$ cat config.mk
export PLATFORM = sky130hd
export DESIGN_NAME = ws2812_bit_receiver
export DESIGN_NICKNAME = d
export VERILOG_FILES = /design/src/rtl/ws2812_bit_receiver.sv
export SDC_FILE = /design/constraint.sdc
export NUM_CORES = 1
export LEC_CHECK = 0
export CAP_MARGIN = 20
export CORE_UTILIZATION = 45
export DETAILED_ROUTE_END_ITERATION = 16
export PLACE_DENSITY = 0.78
export REMOVE_ABC_BUFFERS = 1
export SETUP_SLACK_MARGIN = 0.15
export SLEW_MARGIN = 20
export SYNTH_ARGS = -nofsm -noshare
export SYNTH_HDL_FRONTEND = slang
export SYNTH_SLANG_ARGS = --single-unit
export TNS_END_PERCENT = 100
$ cat constraint.sdc
create_clock -name clk -period 2.03 [get_ports clk]
set_input_delay 0.203 -clock clk [delete_from_list [all_inputs] [get_ports clk]]
set_output_delay 0.203 -clock clk [all_outputs]
set_load 0.02 [all_outputs]
$ cat src/rtl/ws2812_bit_receiver.sv
// WS2812B NRZ line decoder: recovers 24-bit GRB words (first bit in bit 23) and latch gaps.
// Define WS2812_RX_PASSTHRU_EN to capture only the first word per frame and forward the rest on dout.
module ws2812_bit_receiver #(
  parameter int T_MIN_HIGH = 10,
  parameter int T_THRESH   = 60,
  parameter int T_MAX_HIGH = 200,
  parameter int T_RESET    = 5000,
  parameter int CNT_W      = 13
) (
  input  logic        clk,
  input  logic        reset,
  input  logic        din,
  output logic [23:0] pixel,
  output logic        pixel_valid,
  output logic        frame_end,
  output logic        bit_err,
  output logic        busy,
  output logic        dout
);

  localparam logic [1:0] S_SYNC = 2'd0;
  localparam logic [1:0] S_IDLE = 2'd1;
  localparam logic [1:0] S_HIGH = 2'd2;
  localparam logic [1:0] S_LOW  = 2'd3;

  localparam logic [CNT_W-1:0] MIN_HI = CNT_W'(T_MIN_HIGH);
  localparam logic [CNT_W-1:0] THRESH = CNT_W'(T_THRESH);
  localparam logic [CNT_W-1:0] MAX_HI = CNT_W'(T_MAX_HIGH);
  localparam logic [CNT_W-1:0] GAP_M1 = CNT_W'(T_RESET - 1);
  localparam logic [CNT_W-1:0] ONE    = CNT_W'(1);

  logic             din_m, din_s, din_q;
  logic             rise, fall;
  logic [1:0]       state;
  logic [CNT_W-1:0] hcnt, lcnt;
  logic [4:0]       bcnt;
  logic [23:0]      shreg;
  logic             word_done;
`ifdef WS2812_RX_PASSTHRU_EN
  logic             captured;
`endif

  assign rise = din_s & ~din_q;
  assign fall = ~din_s & din_q;
  assign busy = (state == S_HIGH) || (state == S_LOW);

`ifdef WS2812_RX_PASSTHRU_EN
  assign dout = captured & din_s;
`else
  assign dout = 1'b0;
`endif

  always_ff @(posedge clk) begin
    if (reset) begin
      din_m       <= 1'b0;
      din_s       <= 1'b0;
      din_q       <= 1'b0;
      state       <= S_SYNC;
      hcnt        <= '0;
      lcnt        <= '0;
      bcnt        <= '0;
      shreg       <= '0;
      word_done   <= 1'b0;
      pixel       <= '0;
      pixel_valid <= 1'b0;
      frame_end   <= 1'b0;
      bit_err     <= 1'b0;
`ifdef WS2812_RX_PASSTHRU_EN
      captured    <= 1'b0;
`endif
    end else begin
      din_m       <= din;
      din_s       <= din_m;
      din_q       <= din_s;
      pixel_valid <= 1'b0;
      frame_end   <= 1'b0;
      bit_err     <= 1'b0;
      word_done   <= 1'b0;

      // Publish the word one cycle after its 24th bit landed in shreg.
      if (word_done) begin
        bcnt <= '0;
`ifdef WS2812_RX_PASSTHRU_EN
        if (!captured) begin
          pixel       <= shreg;
          pixel_valid <= 1'b1;
          captured    <= 1'b1;
        end
`else
        pixel       <= shreg;
        pixel_valid <= 1'b1;
`endif
      end

      case (state)
        S_SYNC: begin
          if (lcnt == GAP_M1) begin
            state <= S_IDLE;
            lcnt  <= '0;
`ifdef WS2812_RX_PASSTHRU_EN
            captured <= 1'b0;
`endif
          end else if (din_s) begin
            lcnt <= '0;
          end else begin
            lcnt <= lcnt + ONE;
          end
        end

        S_IDLE: begin
          if (rise) begin
            state <= S_HIGH;
            hcnt  <= ONE;
          end
        end

        S_HIGH: begin
          if (fall) begin
            if (hcnt < MIN_HI) begin
              bit_err <= 1'b1;
              bcnt    <= '0;
              lcnt    <= '0;
              state   <= S_SYNC;
            end else begin
              shreg <= {shreg[22:0], (hcnt >= THRESH)};
              bcnt  <= bcnt + 5'd1;
              if (bcnt == 5'd23) word_done <= 1'b1;
              lcnt  <= ONE;
              state <= S_LOW;
            end
          end else if (hcnt == MAX_HI) begin
            // Line stuck high: resynchronise rather than guess at bit boundaries.
            bit_err <= 1'b1;
            bcnt    <= '0;
            lcnt    <= '0;
            state   <= S_SYNC;
          end else begin
            hcnt <= hcnt + ONE;
          end
        end

        default: begin
          if (rise) begin
            state <= S_HIGH;
            hcnt  <= ONE;
          end else if (lcnt == GAP_M1) begin
            frame_end <= 1'b1;
            bit_err   <= (bcnt != 5'd0);
            bcnt      <= '0;
            lcnt      <= '0;
            state     <= S_IDLE;
`ifdef WS2812_RX_PASSTHRU_EN
            captured  <= 1'b0;
`endif
          end else begin
            lcnt <= lcnt + ONE;
          end
        end
      endcase
    end
  end

endmodule

==> results of run 1 <==
## flip-flops by register name, summed over array words and instances, names as in the netlist
name and cells:
hcnt 13, din_q 1, lcnt 13, din_m 1, shreg 24, state 2, pixel_valid 1, din_s 1
word_done 1, bcnt 5, frame_end 1, bit_err 1, pixel 24
## layout by cell type (no fill, tap or decap), types with 4 or more instances in the layout
cell type         n
a21oi_2           8
o31ai_1           4
buf_4            38
a21oi_1          32
clkdlybuf4s50_1  28
and3_1            4
dfxtp_1          83
buf_6             7
o21ai_0           9
inv_8             4
nor4_1            4
mux2i_1          24
or3_1             4
nor2_1           45
a21o_1            4
nand4_1           8
or4_4             6
xnor2_1           4
ha_1              5
xor2_1            6
nor3_1           12
nand2_1          63
clkbuf_8          9
nand3_1          17
buf_12            4
inv_1             9
dfxtp_2           5
nor2b_1           5
## worst max path at each step
stage / startpoint / end / slack [ns]
final: hcnt[10] / lcnt[3] / -0.19
after floorplan: hcnt[9] / lcnt[7] / -0.17
after CTS: hcnt[0] / lcnt[6] / -0.18
after detailed placement: hcnt[9] / lcnt[6] / -0.21
after global routing: hcnt[10] / lcnt[3] / -0.27
after global placement: hcnt[9] / hcnt[8] / -0.17
## power by group through the flow
stage	combinational (mW)	sequential, mW	clock (mW)
after detailed placement	0.0733	1.78	0
after floorplan	0.0326	1.78	0
after global placement	0.0718	1.78	0
final	0.0907	1.74	1.21
after global routing	0.0981	1.74	1.30
after CTS	0.0769	1.74	1.22
## area by class of cell
| type | instances | share of cell area (%) |
|---|---|---|
| clock inverter | 7 | 1.36 |
| timing repair buffer | 80 | 14.7 |
| inverter | 12 | 0.873 |
| sequential | 88 | 34.2 |
| tap | 105 | 2.54 |
| clock buffer | 9 | 2.40 |
| multi-input combinational | 330 | 43.9 |
## metal layers
layer | vias to the layer above | wire [um]
met3 | 25 | 438
li1 | 1739 | -
met4 | 0 | 167
met1 | 1715 | 4150
met5 | - | 0
met2 | 114 | 4670
## cell families after synthesis
kind of cell / after synthesis / share of synthesized area (%)
AND/OR/NAND/NOR: 197 / 25.1
XOR/XNOR: 11 / 2.46
flip-flops: 88 / 45.0
multiplexers: 24 / 6.14
adder cells (fa/ha/maj): 9 / 2.88
other: 1 / 0.0958
buffers and inverters: 37 / 4.25
AO/OA/AOI/OAI: 88 / 14.1
## timing repair
action	in CTS	in global routing
resized for setup	25	52
pin swaps	16	21
setup buffers	0	5
cloned	0	1
setup endpoints to repair	29	56
## per-stage QoR
step | cell area, sq um | utilization, % | hold slack [ns]
2_1_floorplan | 3790 | - | 0.270
3_3_place_gp | 4590 | 55.3 | 0.421
3_5_place_dp | 4590 | 55.3 | 0.426
4_1_cts | 4870 | 58.7 | 0.215
5_1_grt | 5160 | 62.2 | 0.277
6_report | 5160 | 62.2 | 0.262
==> results.sh, run 1 <==
export IMPL_cp_data_required_time_ns=2.29
export IMPL_async_reset_ff_share_pct=0
export IMPL_area_growth_pct=31.9
export IMPL_p_clk_share_pct=39.7
export IMPL_first_global_vias=3250
export IMPL_reg2reg_slack_ns=-0.19
export IMPL_hold_class="in2reg"
export IMPL_synth_flop_cell="dfxtp_1"
export IMPL_nFillCells=690
export IMPL_worstSetupPathType="reg2reg"
export IMPL_ys_warn_count=0
export IMPL_worst_path_stages=8
export IMPL_internal_power_mw=2.25
export IMPL_synth_cells=455
export IMPL_grt_overflow_total=0
export IMPL_fin_setup_tns_ns=-2.90
export IMPL_clockBufferDepth=2
export IMPL_cts_hold_buffers=0
export IMPL_die_x_um=95.3
export IMPL_p_comb_share_pct=3.0
export IMPL_grt_usage_pct=21.0
export IMPL_grt_busiest_layer="met2"
export IMPL_switching_share_pct=25.9
export IMPL_skew_ns=0.0134
export IMPL_syn_area_per_cell_sq_um=8.60
export IMPL_synth_cell_types=57
export IMPL_antenna_found_initial=0
export IMPL_hp_start="reset"
export IMPL_switchingPower_mw=0.787
export IMPL_clk_pin_slew_worst_paths_ns=0.10
export IMPL_use_met1_pct=27.1
export IMPL_critPathMaxFanout=6
export IMPL_via_count=3593
export IMPL_rsz0062_at_grt="yes"
export IMPL_ios=32
export IMPL_core_area_sq_um=8300
export IMPL_cp_end_kind="flop"
export IMPL_worstSetupStartpointType="flop"
export IMPL_syn_cell_area_sq_um=3920
export IMPL_slew_viol_final=0
export IMPL_cts_tree="yes"
export IMPL_max_slew_margin_rel_pct=59.1
export IMPL_maxCapViolations=0
export IMPL_power_frac_seq_pct=57.3
export IMPL_diodes=0
export IMPL_detail_route_antenna_nets=0
export IMPL_regArea_sq_um=1770
export IMPL_clock_latency_ns=0.38
export IMPL_worstPathArrival_ns=2.48
export IMPL_crit_buf_inv=3
export IMPL_place_congestion=0.862
export IMPL_drt_wirelength_per_cell_um=14.9
export IMPL_max_vdd_ir_drop_uv=483
export IMPL_regToRegEndpoint="lcnt[3]"
export IMPL_dieArea_sq_um=9080
export IMPL_finalSetupViolations=23
export IMPL_hold_depth=2
export IMPL_nets=533
export IMPL_rows=33
export IMPL_detail_route_vias_per_cell=5.69
export IMPL_hold_end="din_q"
export IMPL_met3_usage_pct=4.47
export IMPL_leakagePower_nw=1.77
export IMPL_synthTopCellsByArea="dfxtp_1 45%, mux2i_1 6.1%, nand2_1 6.0%"
export IMPL_p_total_mw=3.04
export IMPL_min_period_ns=2.22
export IMPL_seq_area_frac_synth_pct=45.0
export IMPL_critical_path_top_delay_family="simple AND/OR/NAND/NOR gates"
export IMPL_grt_use_met2_pct=34.6
export IMPL_drive_above_1_share_pct=24.5
export IMPL_synth_top_cells_by_count="88 x dfxtp_1, 63 x nand2_1, 48 x nor2_1"
export IMPL_hold_violations=0
export IMPL_drc=0
export IMPL_timing_final_crit_share_pct=110
export IMPL_die_y_um=95.3
export IMPL_powerDensity_nw_per_um2=588
export IMPL_grt_max_degree=51
export IMPL_finalNonFillerCells=631
export IMPL_violations="negative setup slack"
export IMPL_cts_root_buf="clkbuf_8"
export IMPL_multi_input_area_sq_um=2260
export IMPL_dp_cells=609
export IMPL_slowest_stage="or4_4"
export IMPL_path_cells="or4_4, buf_6, nor4_4, o21ai_4, buf_6, o21ai_4, clkbuf_16, a21oi_2"
export IMPL_start_util_pct=47.2
export IMPL_status="finished with violations"
export IMPL_cts_buffers=9
export IMPL_hpwlAfterDp_um=6030
export IMPL_routed_wl_um=9430
export IMPL_yosys_area_top_type="dfxtp_1"
export IMPL_grt_first_pass_wirelength_um=15100
export IMPL_tightest_slew_ns=0.608
export IMPL_rr_startpoint="hcnt[10]"
export IMPL_ys_ff_latch=88
export IMPL_setup_ws_ns=-0.193
export IMPL_h_tree_depth=3
export IMPL_drt_iter0_markers=279
export IMPL_dr_pass1_iters=5
export IMPL_yosysMostFrequentCell="dfxtp_1"
export IMPL_cp_slowest_stage_delay_ns=0.54
export IMPL_yosysTopAreaCellShare_pct=45.0
export IMPL_fmax_mhz=450
export IMPL_place_ws_ns=-0.214
export IMPL_io_buffers=30
export IMPL_r2r_cells=8
export IMPL_synth_edff_count=0
export IMPL_clkSinkCount=88
No activity file was read; power rests on OpenSTA's default activity.
==> run 2: changes to the inputs <==
PLACE_DENSITY = 0.75   (was 0.78)
SKIP_LAST_GASP = 1   (was not set)
clock period = 2.35 ns   (was 2.03 ns; I/O delays follow)
==> run 2 against run 1 <==
Against the previous run:
- the flow now finishes without violations
- largest power group unchanged
- utilization decreased by 4.7 points
- fmax increased by 3.5%
- clock-buffer cell count unchanged
- worst setup slack improved by 0.40 ns
- routed wire length decreased by 10%
- cell count decreased by 3.0%
- first-iteration DRC count decreased by 54%
- sequential power decreased by 14%
- sequential share of layout area increased by 2.7 points
- sequential cell count unchanged
==> results.sh, run 2 (synthesized netlist as in run 1, its figures left out) <==
export IMPL_place_congestion=0.881
export IMPL_io_buffers=30
export IMPL_detail_route_vias_per_cell=5.59
export IMPL_hold_end="din_q"
export IMPL_dr_pass1_iters=5
export IMPL_clock_latency_ns=0.36
export IMPL_post_dp_cell_area_sq_um=4420
export IMPL_grt_first_pass_wirelength_um=14300
export IMPL_nFillCells=734
export IMPL_rr_startpoint="hcnt[9]"
export IMPL_drc=0
export IMPL_layout_common_cells="85 x dfxtp_1, 63 x nand2_1, 48 x nor2_1, 37 x a21oi_1, 28 x clkdlybuf4s50_1"
export IMPL_hold_class="in2reg"
export IMPL_critPathMaxFanout=5
export IMPL_rows=33
export IMPL_cts_tree="yes"
export IMPL_drt_wirelength_per_cell_um=13.8
export IMPL_grt_max_degree=52
export IMPL_cts_buffers=9
export IMPL_nets=514
export IMPL_worstPathArrival_ns=2.45
export IMPL_cts_root_buf="clkbuf_8"
export IMPL_dieArea_sq_um=9080
export IMPL_area_growth_pct=21.9
export IMPL_grt_usage_pct=19.9
export IMPL_slew_viol_final=0
export IMPL_rsz0062_at_grt="yes"
export IMPL_ios=32
export IMPL_clockBufferDepth=2
export IMPL_worstSetupPathType="reg2reg"
export IMPL_path_cells="or4_4, nor4_4, buf_6, o21ai_4, or4_4, a21oi_2"
export IMPL_clk_pin_slew_worst_paths_ns=0.10
export IMPL_max_vdd_ir_drop_uv=323
export IMPL_cts_hold_buffers=0
export IMPL_core_area_sq_um=8300
export IMPL_crit_buf_inv=1
export IMPL_hold_depth=2
export IMPL_via_count=3420
export IMPL_cp_data_required_time_ns=2.65
export IMPL_grt_overflow_total=0
export IMPL_drt_iter0_markers=128
export IMPL_top_regs="pixel (24), shreg (24)"
export IMPL_max_slew_margin_rel_pct=56.5
export IMPL_final_common_cell="dfxtp_1"
export IMPL_first_global_vias=3145
export IMPL_hp_start="reset"
export IMPL_diodes=0
export IMPL_drive_above_1_share_pct=14.8
export IMPL_hpwlAfterDp_um=5860
export IMPL_fmax_mhz=466
export IMPL_hold_violations=0
export IMPL_regToRegEndpoint="lcnt[6]"
export IMPL_fin_setup_tns_ns=0
export IMPL_powerDensity_nw_per_um2=545
export IMPL_cp_common_cell="or4_4"
export IMPL_tightest_slew_ns=0.651
export IMPL_start_util_pct=47.2
export IMPL_die_x_um=95.3
export IMPL_routed_wl_um=8470
export IMPL_r2r_cells=6
export IMPL_cp_end_kind="flop"
export IMPL_skew_ns=0.0116
export IMPL_timing_final_crit_share_pct=91.4
export IMPL_antenna_found_initial=0
export IMPL_min_period_ns=2.15
export IMPL_worstSetupStartpointType="flop"
export IMPL_critical_path_top_delay_family="simple AND/OR/NAND/NOR gates"
export IMPL_final_area_sq_um=4770
export IMPL_clkSinkCount=88
export IMPL_cp_slowest_stage_delay_ns=0.57
export IMPL_maxCapViolations=0
export IMPL_finalSetupViolations=0
export IMPL_slowest_stage="or4_4"
export IMPL_detail_route_antenna_nets=0
export IMPL_worst_path_stages=6
export IMPL_reg2reg_slack_ns=0.20
export IMPL_h_tree_depth=3
export IMPL_leakagePower_nw=1.65
export IMPL_status="finished clean"
export IMPL_die_y_um=95.3
## run 2: changes by cell type in the layout (fill, tap and decap cells not counted), moves of 3 or more
cell	change
buf_4	-14
a21oi_1	+5
a21oi_2	-5
buf_6	-4
ha_1	+4
ha_2	-3
nor2_1	+3
## run 2: stage by stage
step | power, mW | hold WS [ns] | util, % | setup slack (ns) | instances
floorplan | 1.56 | 0.302 | - | 0.148 | 430
global placement | 1.60 | 0.418 | 53.2 | 0.0687 | 588
detailed placement | 1.60 | 0.444 | 53.2 | -0.0117 | 588
CTS | 2.63 | 0.256 | 56.3 | 0.135 | 608
global route | 2.71 | 0.285 | 57.5 | 0.106 | 612
finish | 2.60 | 0.274 | 57.5 | 0.202 | 612
## run 2: final cells by class
class	instances	area [sq um]	area share, %
flip-flops and latches	88	1770	37.0
well taps	105	131	2.75
clock buffers	9	124	2.60
inverters	12	45.0	0.944
multi-input cells	331	2060	43.3
repair buffers	60	573	12.0
clock inverters	7	68.8	1.44
## run 2: layer usage
metal  track usage, %  routed length, um
met1             25.9               3900
met2             32.6               4010
met5                0                  0
met4             5.05                 57
met3             5.34                494
## run 2: where the power goes
| part | internal (mW) | switching, mW |
|---|---|---|
| clock network | 0.420 | 0.606 |
| registers | 1.50 | 0.00743 |
| logic | 0.0278 | 0.0458 |
| total | 1.94 | 0.659 |
## run 2: worst max-delay path by stage
stage	start	to	slack, ns
after floorplan	hcnt[9]	lcnt[7]	0.15
after global placement	hcnt[9]	hcnt[12]	0.07
after detailed placement	hcnt[9]	hcnt[6]	-0.01
after CTS	hcnt[0]	lcnt[6]	0.13
after global routing	hcnt[1]	lcnt[6]	0.11
final	hcnt[9]	lcnt[6]	0.20
## run 2: what timing repair did
| action | 4_1_cts | 5_1_grt |
|---|---|---|
| resized for setup | 9 | 16 |
| setup buffers | 4 | 2 |
| pin swaps | 6 | 7 |
| cloned | 0 | 2 |
| setup endpoints to repair | 25 | 24 |
